File: src/rtl/sm_divider15_8.sv
// rtl/sm_divider15_8.sv - sequential sign-magnitude 15/8 restoring divider (option macro: SMDIV_REMAINDER_EN)
module sm_divider15_8 #(
    parameter int DW_MAG = 14,
    parameter int DV_MAG = 7
) (
    input  logic                clk,
    input  logic                rst,
    input  logic                in_valid,
    output logic                in_ready,
    input  logic [DW_MAG:0]     dividend,
    input  logic [DV_MAG:0]     divisor,
    output logic                out_valid,
    input  logic                out_ready,
    output logic [DV_MAG:0]     quotient,
    output logic                ovf,
    output logic                dz
`ifdef SMDIV_REMAINDER_EN
,   output logic [DV_MAG:0]     remainder
`endif
);

    localparam logic [1:0] ST_IDLE = 2'd0;
    localparam logic [1:0] ST_CALC = 2'd1;
    localparam logic [1:0] ST_DONE = 2'd2;

    localparam logic [3:0]        CNT_START = 4'(DW_MAG - 1);
    localparam logic [DV_MAG-1:0] MAG_MAX   = '1;

    logic [1:0]          state_q,    state_d;
    logic [3:0]          cnt_q,      cnt_d;
    logic [DW_MAG-1:0]   dvd_q,      dvd_d;
    logic [DV_MAG-1:0]   dvs_q,      dvs_d;
    logic [DV_MAG-1:0]   prem_q,     prem_d;
    logic [DW_MAG-1:0]   quo_q,      quo_d;
    logic                sign_q,     sign_d;
    logic [DV_MAG:0]     quotient_q, quotient_d;
    logic                ovf_q,      ovf_d;
    logic                dz_q,       dz_d;
`ifdef SMDIV_REMAINDER_EN
    logic                rsign_q,    rsign_d;
    logic [DV_MAG:0]     remainder_q, remainder_d;
`endif

    // -0 on either operand behaves as +0, so its sign bit never reaches the result
    logic in_sdvd, in_sdvs;
    assign in_sdvd = dividend[DW_MAG] & (|dividend[DW_MAG-1:0]);
    assign in_sdvs = divisor[DV_MAG]  & (|divisor[DV_MAG-1:0]);

    // One restoring step: shift in the next dividend bit, trial-subtract the divisor
    logic [DV_MAG:0]   trial_shift;
    logic [DV_MAG+1:0] trial_diff;
    logic              qbit;
    logic [DV_MAG-1:0] prem_new;
    logic [DW_MAG-1:0] quo_new;
    logic [DV_MAG-1:0] sat_mag;
    logic              sat_ovf;

    // Partial remainder stays below the divisor, so a non-negative difference
    // always has its top two bits clear; either one set means the trial failed.
    always_comb begin
        trial_shift = {prem_q, dvd_q[DW_MAG-1]};
        trial_diff  = {1'b0, trial_shift} - {2'b00, dvs_q};
        qbit        = ~(trial_diff[DV_MAG+1] | trial_diff[DV_MAG]);
        prem_new    = qbit ? trial_diff[DV_MAG-1:0] : trial_shift[DV_MAG-1:0];
        quo_new     = {quo_q[DW_MAG-2:0], qbit};
        sat_ovf     = |quo_new[DW_MAG-1:DV_MAG];
        sat_mag     = sat_ovf ? MAG_MAX : quo_new[DV_MAG-1:0];
    end

    // Next-state logic for the IDLE -> CALC -> DONE -> IDLE sequence
    always_comb begin
        state_d    = state_q;
        cnt_d      = cnt_q;
        dvd_d      = dvd_q;
        dvs_d      = dvs_q;
        prem_d     = prem_q;
        quo_d      = quo_q;
        sign_d     = sign_q;
        quotient_d = quotient_q;
        ovf_d      = ovf_q;
        dz_d       = dz_q;
`ifdef SMDIV_REMAINDER_EN
        rsign_d     = rsign_q;
        remainder_d = remainder_q;
`endif
        case (state_q)
            ST_IDLE: begin
                if (in_valid) begin
                    dvd_d  = dividend[DW_MAG-1:0];
                    dvs_d  = divisor[DV_MAG-1:0];
                    sign_d = in_sdvd ^ in_sdvs;
                    prem_d = '0;
                    quo_d  = '0;
                    cnt_d  = CNT_START;
`ifdef SMDIV_REMAINDER_EN
                    rsign_d = in_sdvd;
`endif
                    if (divisor[DV_MAG-1:0] == '0) begin
                        // Divide by zero: saturate immediately, skipping the iterations
                        state_d    = ST_DONE;
                        quotient_d = {in_sdvd, MAG_MAX};
                        ovf_d      = 1'b0;
                        dz_d       = 1'b1;
`ifdef SMDIV_REMAINDER_EN
                        remainder_d = '0;
`endif
                    end else begin
                        state_d = ST_CALC;
                    end
                end
            end
            ST_CALC: begin
                prem_d = prem_new;
                quo_d  = quo_new;
                dvd_d  = {dvd_q[DW_MAG-2:0], 1'b0};
                cnt_d  = cnt_q - 4'd1;
                if (cnt_q == 4'd0) begin
                    state_d    = ST_DONE;
                    quotient_d = {sign_q & (|sat_mag), sat_mag};
                    ovf_d      = sat_ovf;
                    dz_d       = 1'b0;
`ifdef SMDIV_REMAINDER_EN
                    remainder_d = {rsign_q & (|prem_new), prem_new};
`endif
                end
            end
            ST_DONE: begin
                if (out_ready) begin
                    state_d = ST_IDLE;
                end
            end
            default: begin
                state_d = ST_IDLE;
            end
        endcase
    end

    // State and result registers; reset drops any in-flight operation
    always_ff @(posedge clk) begin
        if (rst) begin
            state_q    <= ST_IDLE;
            cnt_q      <= '0;
            dvd_q      <= '0;
            dvs_q      <= '0;
            prem_q     <= '0;
            quo_q      <= '0;
            sign_q     <= 1'b0;
            quotient_q <= '0;
            ovf_q      <= 1'b0;
            dz_q       <= 1'b0;
        end else begin
            state_q    <= state_d;
            cnt_q      <= cnt_d;
            dvd_q      <= dvd_d;
            dvs_q      <= dvs_d;
            prem_q     <= prem_d;
            quo_q      <= quo_d;
            sign_q     <= sign_d;
            quotient_q <= quotient_d;
            ovf_q      <= ovf_d;
            dz_q       <= dz_d;
        end
    end

`ifdef SMDIV_REMAINDER_EN
    // Remainder sign and output register
    always_ff @(posedge clk) begin
        if (rst) begin
            rsign_q     <= 1'b0;
            remainder_q <= '0;
        end else begin
            rsign_q     <= rsign_d;
            remainder_q <= remainder_d;
        end
    end

    assign remainder = remainder_q;
`endif

    assign in_ready  = (state_q == ST_IDLE);
    assign out_valid = (state_q == ST_DONE);
    assign quotient  = quotient_q;
    assign ovf       = ovf_q;
    assign dz        = dz_q;

endmodule
File: config.mk
export PLATFORM = sky130hd
export DESIGN_NAME = sm_divider15_8
export DESIGN_NICKNAME = d
export VERILOG_FILES = /design/src/rtl/sm_divider15_8.sv
export SDC_FILE = /design/constraint.sdc
export NUM_CORES = 1
export LEC_CHECK = 0
export BUFFER_PORTS_ARGS = -buffer_cell sky130_fd_sc_hd__buf_2
export CAP_MARGIN = 5
export CORE_MARGIN = 1
export CORE_UTILIZATION = 53
export CTS_BUF_LIST = sky130_fd_sc_hd__clkbuf_8
export DETAILED_ROUTE_END_ITERATION = 7
export HOLD_SLACK_MARGIN = 0.03
export PLACE_DENSITY = 0.87
export SYNTH_ARGS = -nofsm -noshare
export SYNTH_HDL_FRONTEND = slang
export SYNTH_SLANG_ARGS = --single-unit
File: constraint.sdc
create_clock -name clk -period 2.4 [get_ports clk]
set_clock_uncertainty 0.2 [all_clocks]
set_input_delay 0.48 -clock clk [delete_from_list [all_inputs] [get_ports clk]]
set_output_delay 0.48 -clock clk [all_outputs]
set_load 0.02 [all_outputs]
==> metrics list, run 1 <==
- Number of ports placed on the die boundary: 39
- Largest fanout of any net on the critical path: 3
- Final number of max-transition violations: 0
- H-tree level count: 3
* Cell Area, Synth: 2920 um2
- Die area: 5800 um2
- The number of clock buffers added by TritonCTS is 9.
- Drt initial violations: 281
* Sequential area share after synthesis: around two fifths
- CP Data Required Time: between 2 and 2.5 ns
* Worst setup slack after layout: -0.101 ns
* Number of buffers inserted by port buffering: 38
* Most common flop cell mapped by yosys: sky130_fd_sc_hd__dfxtp_1
- Max VDD drop: 0.000420 V
* Die height: 76.2 um
- The repair_antennas step left the layout with diodes totalling 0.
- After technology mapping, the gate count stands at 360.
- Detailed Place HPWL: 5.00 mm
* Residual DRC count: 0
- Timing would allow up to 0.400 GHz.
* Cell-internal power: 0.00200 W
* Area of the core region: 5200 um2
- First-pass GRT wire length: 12.1 mm
* Starting Density: 56.0%
- After global routing the overflow that remains totals 0.
- Sw Pwr: 0.00112 W
- Clock latency on the worst-skew pair, taken at its later pin, is about 0.35 ns.
- Category of the most critical setup path: register to register
- Of the cells placed in the final design, the portion with a size suffix greater than 1 is 26.2%.
- Summing all placed instances gives a cell area of 3260 um2.
- Leakage power summed over all cells: 1.44 nW
- Synth async-reset ratio: 0%
- The synthesized design contains 0 enable-type register cells.
- Mapped Nets: 396
* Remaining antenna violation count after routing: 0
- Counting I/O delays and the setup requirement, the final critical path takes 2.50 ns.
- The flow ran to the end, but the final reports show violations.
- Syn Area/Cell: roughly 8.1 um2
* Post-route cell area: 3560 um2
* Portion of total power attributed to combinational logic: 35.5%
- In this run the deepest clock path goes through 2 buffers.
- Row generation in the floorplan step produced 26 rows.
- Global routing consumed, over all layers together, between 20% and 30% of the routing resources.
* Total of fill cells in the finished design: 411
- Synthesis inferred between 50 and 60 register bits.
- The final hold violation count is 0.
* Power per cell area: 876 nW/um2
- Net switching is 36.0% of the power.
- Routed WL per cell: between 15 and 20 um
* Post-cts hold buffer count: 0
- In this run the tightest slew margin relative to its limit is 49.4%.
* Pin slew with the least headroom to its limit: 0.753 ns
* Drt pass-1 iters: 5
* Max-Cap Viols: 0
- The tree built by TritonCTS fans out to 58 sinks.
- After clock tree synthesis, the clock-pin slew on the worst setup and hold paths is 0.06 ns.
- The initial antenna violation count was 0.
- The design draws 0.00312 W.
* Yosys synthesis warning count: 0
- Setup violations remaining at the end of the flow were counted as 2.
- The worst setup path is captured at a register.
- Setup repair after global routing could not meet its margin everywhere.
- Vias per std cell: a little over 6
- Pin count of the biggest net entering global routing: 37
- In this run the clock root is driven by a sky130_fd_sc_hd__clkbuf_8.
- Overall routed net length: 7.83 mm
* Overall die width: between 70 and 80 um
- HP Class: input pin to register
- The number of different library cells used by synthesis comes to 51.
* Clock network power share: 27.8%
- The number of global-route vias before repair was 2660.
- The congestion estimate from routability-driven global placement came to approximately 0.94.
- In the finished design, the share of the clock period the worst path needs comes to 104%.
- The routed layout has 2920 vias.
- Data arrives at the worst endpoint at 2.55 ns.
- Registers are responsible for about 37% of the overall power.
- Post-synthesis to final-layout area growth: 22.1%
* Failing checks: negative setup slack
* # nets final: 444
- Startpoint class of the critical path: register
- TritonCTS built the clock tree.
-- routing by layer --
| metal | wire (um) | track usage, % |
|---|---|---|
| met5 | 0 | 0 |
| met4 | 224 | 12.1 |
| met3 | 491 | 4.91 |
| met2 | 3830 | 43.4 |
| met1 | 3280 | 33.0 |
-- cell families after synthesis --
family          count (synthesis)  share of synthesized area (%)
compound gates                101                           25.4
xor+xnor                        7                           2.10
fa+ha+maj                       9                           4.12
buf+inv                        38                           5.45
flops                          58                           39.8
mux                             2                          0.729
simple gates                  145                           22.4
-- cells in the final DEF, fill, tap and decap left out, types with 2 or more instances in the layout --
cell type                     n
sky130_fd_sc_hd__a21oi_1     36
sky130_fd_sc_hd__xnor2_1      5
sky130_fd_sc_hd__clkinvlp_4   2
sky130_fd_sc_hd__nor2_1      27
sky130_fd_sc_hd__nor2b_1      2
sky130_fd_sc_hd__dfxtp_2      2
sky130_fd_sc_hd__a211oi_1    10
sky130_fd_sc_hd__o2111ai_2    2
sky130_fd_sc_hd__buf_2       38
sky130_fd_sc_hd__o21ai_0      5
sky130_fd_sc_hd__inv_1       15
sky130_fd_sc_hd__a21o_1       4
sky130_fd_sc_hd__o211ai_2     4
sky130_fd_sc_hd__nand2b_1     4
sky130_fd_sc_hd__a22oi_1     10
sky130_fd_sc_hd__nor4_1       6
sky130_fd_sc_hd__or4_1        2
sky130_fd_sc_hd__buf_4       22
sky130_fd_sc_hd__o221a_4      2
sky130_fd_sc_hd__clkbuf_8     9
sky130_fd_sc_hd__o221a_2      3
sky130_fd_sc_hd__nand3_1     17
sky130_fd_sc_hd__nand2_1     66
sky130_fd_sc_hd__nor3_1       8
sky130_fd_sc_hd__a31oi_1      3
sky130_fd_sc_hd__o211ai_1     4
sky130_fd_sc_hd__ha_1         5
sky130_fd_sc_hd__dfxtp_1     56
sky130_fd_sc_hd__xor2_1       2
sky130_fd_sc_hd__nor2b_2      2
sky130_fd_sc_hd__clkinv_2     2
sky130_fd_sc_hd__a311oi_1     4
sky130_fd_sc_hd__a21oi_2      2
sky130_fd_sc_hd__and3_1       4
sky130_fd_sc_hd__ha_4         2
-- path summary, 6_finish.rpt --
path | from | endpoint | slack [ns] | cells after the start
min | divisor[1] | dvs_q[1] | 0.18 | 3
max | dvs_q[1] | prem_q[6] | -0.10 | 8
min reg2reg | dvs_q[3] | dvs_q[3] | 0.26 | 2
max reg2reg | dvs_q[1] | prem_q[6] | -0.10 | 8
-- critical path: stages, from the launching register on --
cell and delay [ns]:
sky130_fd_sc_hd__dfxtp_2 0.38, sky130_fd_sc_hd__inv_1 0.06, sky130_fd_sc_hd__ha_1 0.29, sky130_fd_sc_hd__nor2b_2 0.17, sky130_fd_sc_hd__o2111ai_2 0.28, sky130_fd_sc_hd__nand2_1 0.19
sky130_fd_sc_hd__a2111oi_4 0.37, sky130_fd_sc_hd__a211oi_1 0.17, sky130_fd_sc_hd__a211oi_1 0.28
-- Yosys cell counts, types with 4 or more instances --
library cell	instances	area (um2)
sky130_fd_sc_hd__a22oi_1	10	75.1
sky130_fd_sc_hd__and3_1	4	25.0
sky130_fd_sc_hd__inv_1	14	52.6
sky130_fd_sc_hd__a21o_1	4	30.0
sky130_fd_sc_hd__dfxtp_1	58	1160
sky130_fd_sc_hd__nand3_1	17	85.1
sky130_fd_sc_hd__nor4_1	6	37.5
sky130_fd_sc_hd__o211ai_1	4	30.0
sky130_fd_sc_hd__o21ai_0	6	30.0
sky130_fd_sc_hd__nand2b_1	4	25.0
sky130_fd_sc_hd__nand2_1	66	248
sky130_fd_sc_hd__nor2_1	27	101
sky130_fd_sc_hd__xnor2_1	5	43.8
sky130_fd_sc_hd__o211ai_2	4	50.1
sky130_fd_sc_hd__ha_1	8	100
sky130_fd_sc_hd__a311oi_1	4	35.0
sky130_fd_sc_hd__nor2b_1	4	25.0
sky130_fd_sc_hd__nor3_1	8	40.0
sky130_fd_sc_hd__buf_2	4	20.0
sky130_fd_sc_hd__a211oi_1	10	75.1
sky130_fd_sc_hd__clkbuf_1	17	63.8
sky130_fd_sc_hd__a21oi_1	38	190
-- power groups by stage --
| stage | Sequential (W) | Combinational, W | Clock (W) |
|---|---|---|---|
| 5_1_grt | 0.00116 | 0.00120 | 0.000914 |
| 6_report | 0.00114 | 0.00111 | 0.000866 |
| 3_3_place_gp | 0.00115 | 0.000949 | 0 |
| 4_1_cts | 0.00114 | 0.00103 | 0.000865 |
| 2_1_floorplan | 0.00117 | 0.000678 | 0 |
| 3_5_place_dp | 0.00116 | 0.000979 | 0 |
-- per-stage QoR --
| stage | instances | worst slack [ns] | setup TNS (ns) | util, % | hold slack, ns |
|---|---|---|---|---|---|
| final | 483 | -0.101 | -0.134 | 68.4 | 0.178 |
| after global routing | 483 | -0.137 | -0.272 | 68.4 | 0.196 |
| after CTS | 483 | 0.00516 | 0 | 66.8 | 0.180 |
| after detailed placement | 466 | -0.0850 | -0.451 | 62.5 | 0.250 |
| after global placement | 466 | -0.0213 | -0.0397 | 62.5 | 0.244 |
| after floorplan | 360 | 0.0210 | 0 | - | 0.236 |
-- flip-flops by register name, summed over array words and instances (netlist names) --
name / flops
quotient: 8
dz: 1
sign_q: 1
dvs_q: 7
dvd_q: 14
quo_q: 13
ovf: 1
state_q: 2
prem_q: 7
cnt_q: 4
-- cell type report --
class | instances | area (um2) | share of cell area [%]
clock buffers | 9 | 124 | 3.48
clock inverters | 7 | 62.6 | 1.76
inverters | 14 | 52.6 | 1.48
multi-input cells | 264 | 1700 | 47.8
flip-flops and latches | 58 | 1160 | 32.7
well taps | 70 | 87.6 | 2.46
repair buffers | 61 | 367 | 10.3
-- repair_timing --
item	CTS	global route
setup buffers	1	0
pin swaps	2	8
setup endpoints to repair	8	10
resized for setup	7	15
No activity file was read; power rests on OpenSTA's default activity.
==> run 2, diff against run 1 <==
- SLEW_MARGIN: unset -> 10
- clock period: 2.4 -> 2.11 ns (I/O delays scaled with it)
==> run 2 against run 1 <==
The run still ends with negative setup slack left. Register-to-register slack got worse by 0.16 ns. Maximum frequency grew 5.6%. Clock-buffer cell count increased by 1. Largest cell class unchanged. Largest power group is now combinational cells. Die area stayed put. Setup slack worse by 0.16 ns. Highest routed layer unchanged. Design area is 5.5% higher. Clock power is 18% higher.
==> metrics list, run 2 (synthesis results as in run 1) <==
* Root buffer cell: sky130_fd_sc_hd__clkbuf_8 (unchanged)
- Starting Density: 56.0% (unchanged)
- Routability-driven placement congestion ratio: 0.918 (was 0.935)
- The die height is 76.2 um (unchanged).
- The width of the die came to 76.2 um (unchanged).
- The CTS buffer count was 9 (unchanged).
* Flip-flop count of the largest register after layout: 14 (unchanged)
- The worst hold-check path type is input pin to register (unchanged).
* CP Data Required Time: 2.13 ns (was 2.45 ns)
- CP cell instances: inv_2 -> ha_4 -> fa_2 -> nand2b_4 -> a21oi_4 -> o311a_4 -> o221a_4 -> buf_12 -> o311ai_4 -> a31oi_1 (was inv_1 -> ha_1 -> nor2b_2 -> o2111ai_2 -> nand2_1 -> a2111oi_4 -> a211oi_1 -> a211oi_1).
* Number of antenna diodes: 0 (unchanged)
- Highest-count cells in the layout ignoring fill and taps: sky130_fd_sc_hd__nand2_1 (66), sky130_fd_sc_hd__dfxtp_1 (56), sky130_fd_sc_hd__buf_4 (41) (was sky130_fd_sc_hd__nand2_1 (66), sky130_fd_sc_hd__dfxtp_1 (56), sky130_fd_sc_hd__buf_2 (38))
- Total of fill cells in the finished design: 369 (was 411)
* Antenna violations before repair: 0 (unchanged)
- The initial detailed-routing violation count was 213 (was 281).
- CP Launch Point: dvd_q[13] (was dvs_q[1])
* Clk pin slew, worst setup/hold paths: 0.07 ns (was 0.06 ns)
* Post-synthesis to final-layout area growth: 28.8% (was 22.1%)
- The number of buffers added on ports was 38 (unchanged).
- The static leakage power was 1.55 nW (was 1.44 nW).
- Arrival time at the worst endpoint: 2.39 ns (was 2.55 ns)
* Startpoint class of the critical path: register (unchanged)
- Post-cts hold buffer count: 0 (unchanged)
- The capture point of the worst reg-to-reg path was quotient[7] (was prem_q[6]).
- Vias per std cell: 5.92 (was 6.05)
* Cell family contributing the most delay on the critical path: compound AO/OA/AOI/OAI gates (unchanged)
- Startpoint of the lowest-slack register-to-register path: dvd_q[13] (was dvs_q[1])
- Setup crit end: quotient[7] (was prem_q[6])
- Layout cell share with drive strength beyond 1: 30.3% (was 26.2%)
- Worst hold slack: 0.131 ns (was 0.178 ns)
* Endpoints failing hold: 0 (unchanged)
- The per-cell routed wire length was 15.9 um (was 16.2 um).
- Category of the most critical setup path: register to register (unchanged)
- The clock tree from TritonCTS is done (unchanged).
* H-tree level count: 3 (unchanged)
* Number of placement rows: 26 (unchanged)
- Highest cell delay on the worst timing path: 0.33 ns (was 0.38 ns)
* Pin count of the biggest net entering global routing: 27 (was 37)
- The path length in cells of the critical path was 10 (was 8).
- The final critical delay including setup and external delays came to 2.37 ns (was 2.50 ns).
* Drt pass-1 iters: 5 (unchanged)
- The total buffers and inverters traversed by the critical path came to 2 (was 1).
- Worst r2r path cells: 10 (was 8)
* Max-Cap Viols: 0 (unchanged)
- The maximum clock frequency came to 0.422 GHz (was 0.400 GHz).
- Unrepaired setup endpoints after global routing: true (unchanged).
* Aggregate global routing overflow: 0 (unchanged)
- Die area: 5800 um2 (unchanged)
- The number of global-route vias before repair came to 2906 (was 2660).
- The largest fanout on the critical path came to 7 (was 3).
- The post-layout net count is 466 (was 444).
* Detailed Place HPWL: 5.40 mm (was 5.00 mm)
- Overall routed net length: 8.01 mm (was 7.83 mm)
* Overall track demand over capacity in global routing: 28.5% (was 26.2%)
* Run status: finished with violations (unchanged)
- The overall via count from detail_route is 2988 (was 2920).
* Remaining antenna violation count after routing: 0 (unchanged)
* First-pass GRT wire length: 13.2 mm (was 12.1 mm)
- Failing checks: negative setup slack (unchanged)
- Relative slew margins: 47.7% (was 49.4%)
* Clock latency reported for the late side of the worst-skew pair: 0.34 ns (was 0.35 ns)
- Power per cell area: 999 nW/um2 (was 876 nW/um2)
- The worst slack at placement came to -0.271 ns (was -0.0850 ns).
* Pin slew with the least headroom to its limit: 0.779 ns (was 0.753 ns)
- The total setup violations reported at the end of the flow came to 10 (was 2).
- Worst R2R Setup Slack: -0.26 ns (was -0.10 ns)
* Crit path max-delay cell type: sky130_fd_sc_hd__o311a_4 (was sky130_fd_sc_hd__dfxtp_2)
- The largest vdd supply drop was 0.000514 V (was 0.000420 V).
- Number of ports placed on the die boundary: 39 (unchanged)
* Most common cell after layout, fill and taps aside: sky130_fd_sc_hd__nand2_1 (unchanged)
- The area inside the core boundary was 5200 um2 (unchanged).
* Residual DRC count: 0 (unchanged)
* Final number of max-transition violations: 0 (unchanged)
- Share of the clock period used by the worst path: 112% (was 104%)
- Bufs on Longest Clock Path: 2 (unchanged)
- The total number of clock tree sinks is 58 (unchanged).
- Worst setup slack after layout: -0.258 ns (was -0.101 ns)
- Register with the most flip-flops: dvd_q (unchanged)
- Type of element capturing the critical path: register (unchanged)
## run 2: cell count changes in the layout (fill, tap and decap cells not counted), moves of 2 or more
cell / before / now
sky130_fd_sc_hd__clkinvlp_4: 2 / 0
sky130_fd_sc_hd__buf_6: 1 / 3
sky130_fd_sc_hd__o21ai_0: 5 / 3
sky130_fd_sc_hd__buf_4: 22 / 41
## run 2: layout make-up
cell class	instances	area (um2)	area share [%]
inverters	14	52.6	1.40
flip-flops and latches	58	1160	31.0
repair buffers	83	552	14.7
multi-input cells	264	1710	45.4
well taps	70	87.6	2.33
clock inverters	6	57.6	1.53
clock buffers	10	138	3.66
## run 2: how the worst min path moves through the flow
| stage | start | to | slack, ns | cells after the start |
|---|---|---|---|---|
| floorplan | dvd_q[1] | dvd_q[1] | 0.24 | 2 |
| detailed placement | dvd_q[9] | dvd_q[9] | 0.25 | 2 |
| finish | divisor[0] | dvs_q[0] | 0.13 | 3 |
| global route | dividend[0] | dvd_q[0] | 0.14 | 3 |
| CTS | divisor[1] | dvs_q[1] | 0.12 | 3 |
| global placement | dvd_q[4] | dvd_q[4] | 0.24 | 2 |
## run 2: per-stage QoR
| stage | std cells | utilization [%] | power [W] | setup TNS, ns | area (um2) |
|---|---|---|---|---|---|
| final | 505 | 72.2 | 0.00375 | -2.15 | 3760 |
| after global routing | 505 | 72.2 | 0.00394 | -2.86 | 3760 |
| after CTS | 502 | 70.9 | 0.00364 | -1.90 | 3690 |
| after detailed placement | 483 | 66.0 | 0.00257 | -2.17 | 3440 |
| after floorplan | 360 | - | 0.00213 | -0.892 | 2960 |
| after global placement | 483 | 66.0 | 0.00252 | -1.37 | 3440 |
## run 2: worst register-to-register path, stage by stage (launching register included)
cell and delay, ns:
sky130_fd_sc_hd__dfxtp_2 0.32, sky130_fd_sc_hd__inv_2 0.07, sky130_fd_sc_hd__ha_4 0.14, sky130_fd_sc_hd__fa_2 0.21, sky130_fd_sc_hd__nand2b_4 0.15, sky130_fd_sc_hd__a21oi_4 0.07, sky130_fd_sc_hd__o311a_4 0.33, sky130_fd_sc_hd__o221a_4 0.28
sky130_fd_sc_hd__buf_12 0.14, sky130_fd_sc_hd__o311ai_4 0.22, sky130_fd_sc_hd__a31oi_1 0.12
## run 2: per-layer routing
metal	share of wire (%)	up-vias	GRT usage [%]
li1	-	1417	-
met1	41	1383	34.3
met2	47	153	46.7
met3	7.3	35	6.83
met4	4.1	0	15.8
met5	0	-	0
## run 2: timing repair
item	in CTS	in global routing
setup buffers	3	3
gates resized for setup	9	11
pin swaps	5	7
hold endpoints to repair	0	0
setup endpoints to repair	10	10
## run 2: where the power goes
group	leakage, nW	total [W]	internal (W)	switching, W
logic	0.972	0.00142	0.000647	0.000774
registers	0.474	0.00131	0.00122	0.0000871
clock network	0.107	0.00102	0.000568	0.000456
==> run 3, diff against run 2 <==
- CORE_ASPECT_RATIO: unset -> 0.7
==> run 3 against run 2 <==
The run still ends with negative setup slack left. Critical path depth did not move. Core utilization increased by 1.7 points. Non-clock buffer count grew 1. Routed wire length grew 2.8%. Sequential share of layout area shrank 0.93 points. Clock-buffer cell count increased by 2. Setup slack worse by 0.0056 ns. First-iteration DRC count increased by 29%. Hold slack better by 0.0043 ns. Sequential power hardly changed.
==> metrics list, run 3 (synthesis results as in run 1) <==
- Starting Density: 55.5% (was 56.0%)
- The cell count of the worst reg-to-reg path is 10 (unchanged).
* Vias per std cell: 5.94 (was 5.92)
- Cell count of the worst hold path: 3 (unchanged)
- Area of the core region: 5260 um2 (was 5200 um2)
* H-tree level count: 3 (unchanged)
- Residual DRC count: 0 (unchanged)
* Bufs on Longest Clock Path: 2 (unchanged)
- The total number of clock tree sinks is 58 (unchanged).
* Total area of multi-input combinational cells: 1790 um2 (was 1710 um2)
- The initial antenna violation count is 0 (unchanged).
- The clock tree from TritonCTS is done (unchanged).
* Endpoints failing setup: 10 (unchanged)
- Worst hold slack: 0.135 ns (was 0.131 ns)
* Overall die width: 90.7 um (was 76.2 um)
- The overall via count from detail_route is 3015 (was 2988).
* Achievable frequency: 0.421 GHz (was 0.422 GHz)
* Fin crit period: 2.37 ns (about the same)
- Drt pass-1 iters: 5 (unchanged)
* Unrepaired setup endpoints after global routing: true (unchanged)
* Remaining antenna violation count after routing: 0 (unchanged)
* Max-Cap Viols: 0 (unchanged)
- # nets final: 467 (was 466)
- Pin slew with the least headroom to its limit: 0.717 ns (was 0.779 ns)
* Overall routed net length: 8.23 mm (was 8.01 mm)
- The global-route wire length before repair is 12.9 mm (was 13.2 mm).
* Fraction of power spent switching nets: 33.8% (was 35.1%)
- The critical path endpoint category was a register (unchanged).
* Clock network power share: 30.2% (was 27.3%)
- The die height was 64.1 um (was 76.2 um).
- Routability-driven placement congestion ratio: 0.981 (was 0.918)
* Post-cts hold buffer count: 0 (unchanged)
- Largest fanout of any net on the critical path: 4 (was 7)
- Share of the clock period used by the worst path: 113% (was 112%)
- The total buffers and inverters traversed by the critical path came to 2 (unchanged).
- Number of standard cells in the final layout excluding fillers: 508 (was 505)
* Endpoints failing hold: 0 (unchanged)
- The cell with the largest stage delay on the worst path is sky130_fd_sc_hd__fa_2 (was sky130_fd_sc_hd__o311a_4).
* Cell-internal power: 0.00264 W (was 0.00243 W)
- Worst Setup Slack post-DPL: -0.237 ns (was -0.271 ns)
- The per-cell routed wire length was 16.2 um (was 15.9 um).
- CP Launch Point: dvd_q[13] (unchanged)
- Clock latency reported for the late side of the worst-skew pair: 0.34 ns (about the same)
* Max VDD drop: 0.000699 V (was 0.000514 V)
- Overall track demand over capacity in global routing: 28.4% (was 28.5%)
- The total I/O pin count is 39 (unchanged).
- The family with the most delay on the worst path is compound AO/OA/AOI/OAI gates (unchanged).
* Worst setup slack after layout: -0.264 ns (was -0.258 ns)
- Leakage power summed over all cells: 1.60 nW (was 1.55 nW)
* Most common cell after layout, fill and taps aside: sky130_fd_sc_hd__nand2_1 (unchanged)
- The number of antenna diodes was 0 (unchanged).
- The sequential share of power is 32.9% (was 34.8%).
* Highest cell delay on the worst timing path: 0.35 ns (was 0.33 ns)
* Arrival time at the worst endpoint: 2.43 ns (was 2.39 ns)
* Portion of total power attributed to combinational logic: 36.9% (was 37.9%)
* Worst R2R Setup Slack: -0.26 ns (about the same)
- Highest-count cells in the layout ignoring fill and taps: sky130_fd_sc_hd__nand2_1 (65), sky130_fd_sc_hd__dfxtp_1 (53), sky130_fd_sc_hd__buf_4 (42) (was sky130_fd_sc_hd__nand2_1 (66), sky130_fd_sc_hd__dfxtp_1 (56), sky130_fd_sc_hd__buf_4 (41))
* Number of placement rows: 22 (was 26)
* Total negative setup slack: -1.99 ns (was -2.15 ns)
- Sequential cell area: 1170 um2 (was 1160 um2)
* HP Class: input pin to register (unchanged)
- The destination of the critical timing path was prem_q[0] (was quotient[7]).
- The most flop-heavy register is dvd_q (unchanged).
- Failing checks: negative setup slack (unchanged)
- The power per unit of standard cell area is 1030 nW/um2 (was 999 nW/um2).
* Number of buffers inserted by port buffering: 38 (unchanged)
- The capture point of the worst reg-to-reg path is prem_q[0] (was quotient[7]).
- The die outline area is 5810 um2 (was 5800 um2).
- Flip-flop count of the largest register after layout: 14 (unchanged)
* Drt initial violations: 274 (was 213)
- Total CTS buffers: 9 (unchanged)
- Crit path depth: 10 (unchanged)
- The fill cell total of the finished layout is 353 (was 369).
- Post-synthesis to final-layout area growth: 33.2% (was 28.8%)
- Layout cell share with drive strength beyond 1: 33.3% (was 30.3%)
- Startpoint of the lowest-slack register-to-register path: dvd_q[13] (unchanged)
* Relative slew margins: 51.8% (was 47.7%)
- The root buffer cell is sky130_fd_sc_hd__clkbuf_8 (unchanged).
* Category of the most critical setup path: register to register (unchanged)
- Pin count of the biggest net entering global routing: 26 (was 27)
- The count of final max-slew check failures is 0 (unchanged).
- The total half-perimeter wirelength after legalization and detailed placement came to 5.35 mm (was 5.40 mm).
* Aggregate global routing overflow: 0 (unchanged)
- CP cell instances: inv_2 -> ha_4 -> fa_2 -> nand2b_4 -> a21oi_4 -> o311a_4 -> buf_4 -> o22ai_2 -> mux2_4 -> o31ai_4 (was inv_2 -> ha_4 -> fa_2 -> nand2b_4 -> a21oi_4 -> o311a_4 -> o221a_4 -> buf_12 -> o311ai_4 -> a31oi_1).
* Via count of the first global-routing pass: 2787 (was 2906)
* Clk pin slew, worst setup/hold paths: 0.06 ns (was 0.07 ns)
* Run status: finished with violations (unchanged)
- Number of instances in the placed design: 488 (was 483)
* Sw Pwr: 0.00135 W (was 0.00132 W)
- CP Data Required Time: 2.16 ns (was 2.13 ns)
* Startpoint class of the critical path: register (unchanged)
==> run 3: power groups by stage <==
| stage | logic [W] | registers (W) | clock network [W] |
|---|---|---|---|
| floorplan | 0.000796 | 0.00133 | 0 |
| global placement | 0.00121 | 0.00132 | 0 |
| detailed placement | 0.00124 | 0.00132 | 0 |
| CTS | 0.00131 | 0.00130 | 0.00123 |
| global route | 0.00157 | 0.00132 | 0.00127 |
| finish | 0.00147 | 0.00131 | 0.00120 |
==> run 3: per-stage QoR <==
stage | utilization, % | total power, W | instance area, um2
after floorplan | - | 0.00213 | 2960
after global placement | 65.6 | 0.00252 | 3450
after detailed placement | 65.6 | 0.00257 | 3450
after CTS | 71.1 | 0.00384 | 3740
after global routing | 73.9 | 0.00416 | 3880
final | 73.9 | 0.00399 | 3880
==> run 3: timing repair <==
item / 4_1_cts / 5_1_grt
setup endpoints to repair: 10 / 10
resized for setup: 10 / 23
setup buffers: 1 / 4
endpoints found under the hold margin: 0 / 0
cloned: 0 / 0
pin swaps: 3 / 11
==> run 3: metal layers <==
metal / track usage (%) / routed length, um / vias up
met5: 0 / 0 / -
met4: 12.5 / 212 / 0
met3: 7.50 / 751 / 26
met2: 45.0 / 3720 / 178
met1: 36.6 / 3550 / 1385
li1: - / - / 1426
==> run 3: layout make-up <==
| type | count | area share [%] |
|---|---|---|
| multi-input combinational | 264 | 46.0 |
| sequential | 58 | 30.0 |
| timing repair buffer | 84 | 14.2 |
| clock buffer | 12 | 4.25 |
| tap | 72 | 2.32 |
| clock inverter | 4 | 1.87 |
| inverter | 14 | 1.35 |
==> run 3: how the worst min path moves through the flow <==
| stage | start | end |
|---|---|---|
| 2_1_floorplan | dvd_q[1] | dvd_q[1] |
| 3_3_place_gp | dvd_q[7] | dvd_q[7] |
| 3_5_place_dp | dvs_q[2] | dvs_q[2] |
| 4_1_cts | divisor[6] | dvs_q[6] |
| 5_1_grt | dividend[0] | dvd_q[0] |
| 6_report | dividend[0] | dvd_q[0] |
==> run 3: worst reg2reg max path: stages (launching register included) <==
cell and delay, ns:
sky130_fd_sc_hd__dfxtp_2 0.33, sky130_fd_sc_hd__inv_2 0.05, sky130_fd_sc_hd__ha_4 0.16, sky130_fd_sc_hd__fa_2 0.35, sky130_fd_sc_hd__nand2b_4 0.17, sky130_fd_sc_hd__a21oi_4 0.16, sky130_fd_sc_hd__o311a_4 0.18, sky130_fd_sc_hd__buf_4 0.13
sky130_fd_sc_hd__o22ai_2 0.09, sky130_fd_sc_hd__mux2_4 0.33, sky130_fd_sc_hd__o31ai_4 0.16
